<file path="src/rtl/exc_redirect_ctrl.sv">
// ---------------------------------------------------------------------------
// ExcRedirectCtrl -- exception / ERET redirect sequencer
//
// Turns the M-stage exception decision into a clean pipeline redirect:
// it commits the CP0 exception (or ERET) update in the take cycle, flushes
// the pipeline, drains any outstanding instruction-bus requests so stale
// fetch data is never consumed, then offers a single handshaked PC redirect
// to the fetch stage.
//
// Ports
//   clk, resetn            core clock, asynchronous active-low reset
//   valid_m_i              M stage holds a real instruction
//   excepttype_m_i         exception type (0 none, 1/4/5/8/9/a/c, e = ERET)
//   newpc_m_i              redirect target (handler vector or EPC)
//   pc_m_i                 PC of the M-stage instruction
//   in_delayslot_m_i       M-stage instruction sits in a branch delay slot
//   badvaddr_m_i           faulting address for AdEL/AdES
//   inst_req_i             fetch raises an instruction-bus request
//   inst_addr_ok_i         request accepted by the bus
//   inst_data_ok_i         data returned by the bus
//   redirect_ready_i       fetch accepts the redirect
//   cp0_exc_we_o           one-cycle CP0 exception write pulse
//   cp0_exccode_o          Cause.ExcCode for the write
//   cp0_epc_o, cp0_bd_o    EPC value and Cause.BD
//   cp0_badvaddr_o         BadVAddr value
//   cp0_badvaddr_we_o      qualifies the BadVAddr write
//   eret_o                 one-cycle pulse clearing Status.EXL
//   flush_o                flush all pipeline stages
//   stall_o                freeze PC and pipeline registers
//   discard_fetch_o        drop returning instruction-bus data
//   inst_req_block_o       fetch must not raise a new request
//   redirect_valid_o       redirect request (registered)
//   redirect_pc_o          redirect target (registered)
// ---------------------------------------------------------------------------
module exc_redirect_ctrl #(
    parameter int          MAX_OUT    = 3,
    parameter logic [31:0] EXC_VECTOR = 32'hbfc00380
) (
    input  logic        clk,
    input  logic        resetn,
    input  logic        valid_m_i,
    input  logic [31:0] excepttype_m_i,
    input  logic [31:0] newpc_m_i,
    input  logic [31:0] pc_m_i,
    input  logic        in_delayslot_m_i,
    input  logic [31:0] badvaddr_m_i,
    input  logic        inst_req_i,
    input  logic        inst_addr_ok_i,
    input  logic        inst_data_ok_i,
    input  logic        redirect_ready_i,
    output logic        cp0_exc_we_o,
    output logic [4:0]  cp0_exccode_o,
    output logic [31:0] cp0_epc_o,
    output logic        cp0_bd_o,
    output logic [31:0] cp0_badvaddr_o,
    output logic        cp0_badvaddr_we_o,
    output logic        eret_o,
    output logic        flush_o,
    output logic        stall_o,
    output logic        discard_fetch_o,
    output logic        inst_req_block_o,
    output logic        redirect_valid_o,
    output logic [31:0] redirect_pc_o
);

    localparam int               CNT_W   = (MAX_OUT < 2) ? 1 : $clog2(MAX_OUT + 1);
    localparam logic [CNT_W-1:0] CNT_MAX = CNT_W'(MAX_OUT);

    localparam logic [31:0] TYPE_INT  = 32'h1;
    localparam logic [31:0] TYPE_ADEL = 32'h4;
    localparam logic [31:0] TYPE_ADES = 32'h5;
    localparam logic [31:0] TYPE_SYS  = 32'h8;
    localparam logic [31:0] TYPE_BP   = 32'h9;
    localparam logic [31:0] TYPE_RI   = 32'ha;
    localparam logic [31:0] TYPE_OV   = 32'hc;
    localparam logic [31:0] TYPE_ERET = 32'he;

    typedef enum logic [1:0] {
        ST_IDLE  = 2'd0,
        ST_DRAIN = 2'd1,
        ST_REDIR = 2'd2
    } state_t;

    state_t            state_q;
    state_t            state_next;
    logic [CNT_W-1:0]  count_q;
    logic [CNT_W-1:0]  count_next;
    logic [31:0]       target_q;
    logic [31:0]       redirect_pc_q;

    logic              take;
    logic              is_eret;
    logic              exc_commit;
    logic              eret_commit;
    logic              is_addr_err;
    logic              bus_inc;
    logic              bus_dec;
    logic              enter_redir;
    logic              leave_redir;

    // Unknown exception types fall back to the Reserved Instruction code so
    // CP0 always receives a legal ExcCode.
    function automatic logic [4:0] map_exccode(input logic [31:0] etype);
        logic [4:0] code;
        case (etype)
            TYPE_INT:  code = 5'h00;
            TYPE_ADEL: code = 5'h04;
            TYPE_ADES: code = 5'h05;
            TYPE_SYS:  code = 5'h08;
            TYPE_BP:   code = 5'h09;
            TYPE_RI:   code = 5'h0a;
            TYPE_OV:   code = 5'h0c;
            default:   code = 5'h0a;
        endcase
        return code;
    endfunction

    // Take decode. Gating with resetn keeps every combinational commit output
    // at zero while reset is held, even if M stage still presents an exception.
    always_comb begin
        take        = resetn && (state_q == ST_IDLE) && valid_m_i
                      && (excepttype_m_i != 32'h0);
        is_eret     = (excepttype_m_i == TYPE_ERET);
        exc_commit  = take && !is_eret;
        eret_commit = take && is_eret;
        is_addr_err = (excepttype_m_i == TYPE_ADEL) || (excepttype_m_i == TYPE_ADES);
    end

    // Outstanding instruction-bus request counter. A simultaneous accept and
    // return cancel out; a return with nothing outstanding is ignored, and the
    // count saturates at MAX_OUT rather than wrapping.
    always_comb begin
        bus_inc    = inst_req_i && inst_addr_ok_i;
        bus_dec    = inst_data_ok_i;
        count_next = count_q;
        if (bus_inc && !bus_dec) begin
            if (count_q != CNT_MAX) begin
                count_next = count_q + 1'b1;
            end
        end else if (!bus_inc && bus_dec) begin
            if (count_q != '0) begin
                count_next = count_q - 1'b1;
            end
        end
    end

    // Next-state logic. Both IDLE and DRAIN look at the count that will be
    // registered at this edge, so the redirect appears in the cycle right
    // after the last data return.
    always_comb begin
        state_next = state_q;
        case (state_q)
            ST_IDLE: begin
                if (take) begin
                    state_next = (count_next != '0) ? ST_DRAIN : ST_REDIR;
                end
            end
            ST_DRAIN: begin
                if (count_next == '0) begin
                    state_next = ST_REDIR;
                end
            end
            ST_REDIR: begin
                if (redirect_ready_i) begin
                    state_next = ST_IDLE;
                end
            end
            default: state_next = ST_IDLE;
        endcase
        enter_redir = (state_q != ST_REDIR) && (state_next == ST_REDIR);
        leave_redir = (state_q == ST_REDIR) && (state_next != ST_REDIR);
    end

    // State, counter and target registers. The counter runs in every state so
    // requests accepted during the sequence are still tracked.
    always_ff @(posedge clk or negedge resetn) begin
        if (!resetn) begin
            state_q <= ST_IDLE;
            count_q <= '0;
        end else begin
            state_q <= state_next;
            count_q <= count_next;
        end
    end

    // The target is captured in the take cycle; when the FSM skips DRAIN the
    // redirect register is loaded straight from the M-stage value because the
    // latched copy is not yet visible.
    always_ff @(posedge clk or negedge resetn) begin
        if (!resetn) begin
            target_q      <= 32'h0;
            redirect_pc_q <= 32'h0;
        end else begin
            if (take) begin
                target_q <= newpc_m_i;
            end
            if (enter_redir) begin
                redirect_pc_q <= (state_q == ST_IDLE) ? newpc_m_i : target_q;
            end else if (leave_redir) begin
                redirect_pc_q <= 32'h0;
            end
        end
    end

    // Commit data and pipeline control. CP0 data fields are driven only while
    // their write strobe is high so CP0 never sees stale values.
    always_comb begin
        cp0_exc_we_o      = 1'b0;
        cp0_exccode_o     = 5'h00;
        cp0_epc_o         = 32'h0;
        cp0_bd_o          = 1'b0;
        cp0_badvaddr_o    = 32'h0;
        cp0_badvaddr_we_o = 1'b0;
        eret_o            = 1'b0;

        if (exc_commit) begin
            cp0_exc_we_o  = 1'b1;
            cp0_exccode_o = map_exccode(excepttype_m_i);
            cp0_epc_o     = in_delayslot_m_i ? (pc_m_i - 32'd4) : pc_m_i;
            cp0_bd_o      = in_delayslot_m_i;
            if (is_addr_err) begin
                cp0_badvaddr_we_o = 1'b1;
                cp0_badvaddr_o    = badvaddr_m_i;
            end
        end
        if (eret_commit) begin
            eret_o = 1'b1;
        end

        flush_o          = take || (state_q == ST_DRAIN) || (state_q == ST_REDIR);
        discard_fetch_o  = take || (state_q == ST_DRAIN) || (state_q == ST_REDIR);
        stall_o          = (state_q == ST_DRAIN);
        inst_req_block_o = (count_q == CNT_MAX) || (state_q == ST_DRAIN);
    end

    assign redirect_valid_o = (state_q == ST_REDIR);
    assign redirect_pc_o    = redirect_pc_q;

    // A real exception must always vector to the handler entry point.
    a_exc_vector: assert property (
        @(posedge clk) disable iff (!resetn)
        exc_commit |-> (newpc_m_i == EXC_VECTOR)
    );

    // The redirect offer must hold steady until fetch takes it.
    a_redirect_stable: assert property (
        @(posedge clk) disable iff (!resetn)
        (redirect_valid_o && !redirect_ready_i) |=> (redirect_valid_o && $stable(redirect_pc_o))
    );

endmodule

</file>
<file path="config.mk">
export PLATFORM = sky130hd
export DESIGN_NAME = exc_redirect_ctrl
export DESIGN_NICKNAME = d
export VERILOG_FILES = /design/src/rtl/exc_redirect_ctrl.sv
export SDC_FILE = /design/constraint.sdc
export NUM_CORES = 1
export LEC_CHECK = 0
export ABC_CLOCK_PERIOD_IN_PS = 7400
export CAP_MARGIN = 0
export CORE_MARGIN = 2
export CORE_UTILIZATION = 42
export DETAILED_ROUTE_END_ITERATION = 10
export PLACE_DENSITY = 0.91
export SLEW_MARGIN = 10
export SYNTH_ARGS = -nofsm -noshare
export SYNTH_HDL_FRONTEND = slang
export SYNTH_SLANG_ARGS = --single-unit
</file>
<file path="constraint.sdc">
create_clock -name clk -period 7.4 [get_ports clk]
set_clock_uncertainty 0.05 [all_clocks]
set_input_delay 0.74 -clock clk [delete_from_list [all_inputs] [get_ports clk]]
set_output_delay 0.74 -clock clk [all_outputs]
set_load 0.02 [all_outputs]
</file>
* Word-level counts from Yosys, hierarchy flattened *
Cells that the tools add are included.

cells by class
  $add $sub $neg = 3
  eq/ne operators = 14
  mux-type cells = 23
  reduce and logical (&&, ||, !) cells = 23

operators by type and width
  kind                                                   number
  two-way mux 32 bit                                     7
  equality test 32 x 4 -> 1 bit (second input constant)  4
  equality test 32 x 3 -> 1 bit (second input constant)  2
  equality test 32 x 1 -> 1 bit (second input constant)  1
  nonzero test 32 bit                                    1
  subtractor 32 x 3 -> 32 bit (second input constant)    1
  case mux 4 bit (6 select lines)                        1
  two-way mux 2 bit                                      8
  logical AND 1 bit                                      10
  equality test 2 bit (second input constant)            3
  inequality test 2 bit (second input constant)          3
  case mux 2 bit (3 select lines)                        1
  nonzero test 2 bit                                     3
  two-way mux 1 bit                                      5
  logical NOT 2 bit                                      2
  logical OR 1 bit                                       4
  two-way mux 4 bit                                      1
  logical NOT 1 bit                                      3
  adder 2 x 1 -> 2 bit (second input constant)           1
  equality test 2 x 1 -> 1 bit (second input constant)   1
  subtractor 2 x 1 -> 2 bit (second input constant)      1

storage, ports and cells
  bits in registers = 68
  input port bits = 136
  output and inout port bits = 110
  logic and storage cells = 67

* Depth between registers and ports, before layout *
  word-level depth = 13
  depth in mapped cells = 11
  gate-level depth less buffers = 7

* Worst setup path before layout *
Ideal clock, no wire load.

  path kind = input-to-output
  from = in pc_m_i[18]
  to = out cp0_epc_o[30]
  data arrival time = 2.656 ns
  data required time = 6.610 ns
  slack = 3.954 ns
  cell stages on the path = 5
  path buffers = 1
  cells stage by stage = or4_1 > nand4b_4 > buf_2 > o21a_1 > nor4b_1

on the way
  word-level cells in the longest chain between the ends = 3

ends and longest elaborated chain
  item                         line  text
  start, declared              44    input logic [31:0] pc_m_i,
  subtractor 32 x 3 -> 32 bit  219   cp0_epc_o = in_delayslot_m_i ? (pc_m_i - 32'd4) : pc_m_i;
  two-way mux 32 bit           219
  two-way mux 32 bit           216   if (exc_commit) begin
  end, declared                53    output logic [31:0] cp0_epc_o,

No other way between the ends.

* Worst setup path after layout *
  from = in excepttype_m_i[11]
  to = reg redirect_pc_q[10] (netlist: redirect_pc_o[10])

on the way
  word-level cells in the longest chain between the ends = 7
  elaborated cells on any way between the ends = 10
  those cells by class = eq/ne: 2; mux: 3; reduce/logical: 5

ends and longest elaborated chain
  item                                                          line      text
  start, declared                                               42        input logic [31:0] excepttype_m_i,
  nonzero test 32 bit (*)                                       122       && (excepttype_m_i != 32'h0);
  logical AND 1 bit (*)                                         122
  two-way mux 2 bit (*)                                         154       if (take) begin
  case mux 2 bit (3 select lines) (*)                           152       case (state_q)
  equality test 2 bit or inequality test 2 bit (tied branches)  170, 171
  logical AND 1 bit, on equally long branches                   170, 171
  two-way mux 32 bit or nonzero test 2 bit (tied branches)      --
  end signal, assigned                                          198       redirect_pc_q <= (state_q == ST_IDLE) ? newpc_m_i : target_q;
  end, declared                                                 89        logic [31:0] redirect_pc_q;

Every way passes the cells marked *; elsewhere a longest branch is shown, timed or not.
A chain may end at the register's enable or synchronous reset.

==> impl_metrics.tcl <==
set metrics [dict create \
    via_per_inst 5.377 \
    io_pins 246 \
    startpoint "excepttype_m_i[11]" \
    post_cts_buffers 0 \
    cts.sinks 68 \
    met1_usage 0.2761 \
    clkLatencyLatePin_ns 0.35 \
    syn_area_um2 4257 \
    tightestPinTransition_ns 1.222 \
    grt_max_degree 62 \
    num_antenna_cells 0 \
    die_h_um 104.7 \
    ys.flop_type "dfrtp_1" \
    first_pass_iters 4 \
    fmax_ghz 0.1988 \
    synthDistinctLibCells 50 \
    avgSynthCellArea_um2 9.355 \
    first_iter_violations 195 \
    nNetsFinal 823 \
    place_area_um2 6770 \
    path_class "primary input to flop" \
    power_mw 1.805 \
    async_reset_ff_frac 1.000 \
    cp_slowest_cell "ha_1" \
    grt_pass1_vias 4611 \
    synth_nets 593 \
    crit_arrival_ns 5.16 \
    grtUsageMet3 0.05303 \
    fin_tns_setup_ns 0 \
    wl_per_cell_um 17.25 \
    finalHoldViolations 0 \
    grt_usage 0.2537 \
    synth_enable_flop_cells 0 \
    mostFrequentLayoutCells "clkdlybuf4s50_1, dfrtp_1, nand2_1" \
    p_clk_frac 0.179 \
    ir_drop_mv 0.2256 \
    critPathBufInv 2 \
    synth_cells 455 \
    rsz0062_at_grt "false" \
    maxSlewHeadroom 0.1852 \
    drive_gt1_frac 0.09289 \
    cts_buffers 9 \
    met2_usage 0.4897 \
    dr_total_vias 4420 \
    cts.clk_slew.worst_paths_ns 0.07 \
    busiest_layer "met2" \
    cts_hold_buf 0 \
    postLayoutCoreUtil 0.7122 \
    cp_slowest_stage_delay_ns 0.99 \
    cts_root_buf "clkbuf_8" \
    outcome "finished clean" \
    path_cells "clkdlybuf4s50_1, nor4_1, nand4_1, o21ai_4, buf_4, o221ai_1, ha_1, nand2b_1, o21ai_0" \
    fill_cells 711 \
    r2r_start "state_q[1]" \
    drc 0 \
    cts_tree "built" \
    start_util 0.4335 \
    pwr-share-comb 0.481 \
    wirelength_um 14180 \
    p_sw_frac 0.3709 \
    power_density_nw_per_um2 258.1 \
    clockBufferDepth 2 \
    p_leak_nw 2.958 \
    seqPwrFrac 0.341 \
    cts_resized 0 \
    p_int_mw 1.136 \
    hold_path_class "primary input to asynchronous set/reset pin" \
    rows 36 \
    synth.yosys.seq_area_share 0.3998 \
    finalCritPeriodShare 0.6798 \
    path_max_fanout 36 \
    reg2reg_slack_ns 3.18 \
    ys_ff_latch 68 \
    cp-end-kind "flop" \
    fin_area_um2 6993 \
    crit_family "simple AND/OR/NAND/NOR gates" \
    area_delta_synth_final_pct 64.29 \
    cp-start-kind "primary input" \
    dieWidth_um 104.7 \
    path_depth 9 \
    die_area_um2 10960 \
    gr-total-overflow 0 \
    r2r_cells 9 \
    p_switching_uw 669.6 \
    max-cap-violations 0 \
    grt_pass1_wl_um 22580 \
    worstPathRequired_ns 7.53 \
    crit_path_end "redirect_pc_o[10]" \
    place_hpwl_um 10890 \
    core_area_um2 9819 \
    slew_violations 0 \
    antenna_found_initial 0 \
    timing.final.crit_period_ns 5.031 \
    port_buffers 244 \
    setup_violations 0 \
    cts_htree_levels 3 \
    globalplace.congestion 0.8318 \
    r2r-end "redirect_pc_o[10]" \
    ant_nets 0 \
    synth_warnings 0 \
    layout.cells.most_common "clkdlybuf4s50_1" \
]
[how the worst min path moves through the flow]
| stage | from | to | depth (start not counted) |
|---|---|---|---|
| 3_5_place_dp | redirect_pc_o[25] | redirect_pc_o[25] | 2 |
| 6_report | resetn | target_q[22] | 1 |
| 5_1_grt | resetn | target_q[22] | 1 |
| 2_1_floorplan | resetn | count_q[0] | 0 |
| 3_3_place_gp | redirect_pc_o[25] | redirect_pc_o[25] | 2 |
| 4_1_cts | resetn | redirect_pc_o[22] | 1 |
[layer usage]
layer / vias to the layer above / part of all wire
met4: 0 / 0.023
li1: 2120 / -
met3: 28 / 0.068
met2: 179 / 0.53
met1: 2093 / 0.38
met5: - / 0
[cell families (layout without fill, tap and decap cells)]
kind of cell | Yosys count | after routing | synth area share
and+or+nand+nor | 181 | 181 | 0.2449
AOI/OAI and AO/OA | 84 | 84 | 0.1167
DFF | 68 | 68 | 0.3998
muxes | 65 | 65 | 0.1623
buffers and inverters | 42 | 276 | 0.04468
xor gates and xnor gates | 11 | 11 | 0.02264
adders and majority gates | 3 | 3 | 0.008230
other | 1 | 1 | 0.0008810
[final cells by class]
cell class                      instances  area [µm²]  share of cell area
Clock buffer                           10       127.6             0.01825
Clock inverter                          5       77.57             0.01109
Tap cell                              133       166.4             0.02380
Sequential cell                        68        1702              0.2433
Timing Repair Buffer                  248        2471              0.3534
Inverter                               13       48.80            0.006978
Multi-Input combinational cell        345        2400              0.3432
[cells in the mapped netlist (2+ instances only)]
master    count  area [µm²]
and3_1       34       212.7
nor4b_1       2       17.52
o21ai_0      38       190.2
nor3_1        4       20.02
nand3b_1      3       22.52
nor2_1       27       101.4
o31ai_1      12       90.09
nand2_1      42       157.7
mux2i_1      33       330.3
or4_1        13       97.59
nor2b_1       2       12.51
inv_1        13       48.80
dfrtp_1      68        1702
xor2_1        9       78.83
xnor2_1       2       17.52
a21oi_1      23       115.1
nand2b_1      5       31.28
or3_2         2       15.01
nand3_1       9       45.04
buf_4         5       37.54
o221ai_1      2       17.52
nand4_1       5       31.28
clkbuf_1     18       67.56
mux2_2       32       360.4
buf_2         5       25.02
nor4_1       14       87.58
ha_1          2       25.02
or3_1         9       56.30
[power groups by stage]
stage / registers (mW) / logic [mW] / clock network, mW
after global placement: 0.606 / 0.835 / 0
after detailed placement: 0.614 / 0.867 / 0
after global routing: 0.632 / 0.931 / 0.344
after floorplan: 0.651 / 0.467 / 0
after CTS: 0.613 / 0.871 / 0.326
final: 0.615 / 0.868 / 0.323
[flip-flops by register name, indices dropped and copies added (netlist names)]
register       count
redirect_pc_o     32
target_q          32
count_q            2
state_q            2
[through the flow]
| step | instances | setup WS, ns | hold WS [ns] |
|---|---|---|---|
| 3_3_place_gp | 806 | 2.321 | 0.4215 |
| 2_1_floorplan | 455 | 3.954 | 0.3944 |
| 3_5_place_dp | 806 | 2.034 | 0.4295 |
| 6_report | 822 | 2.369 | 0.1842 |
| 5_1_grt | 822 | 2.077 | 0.1898 |
| 4_1_cts | 821 | 2.386 | 0.1884 |
Note: power is estimated with default switching activity, not from simulation.
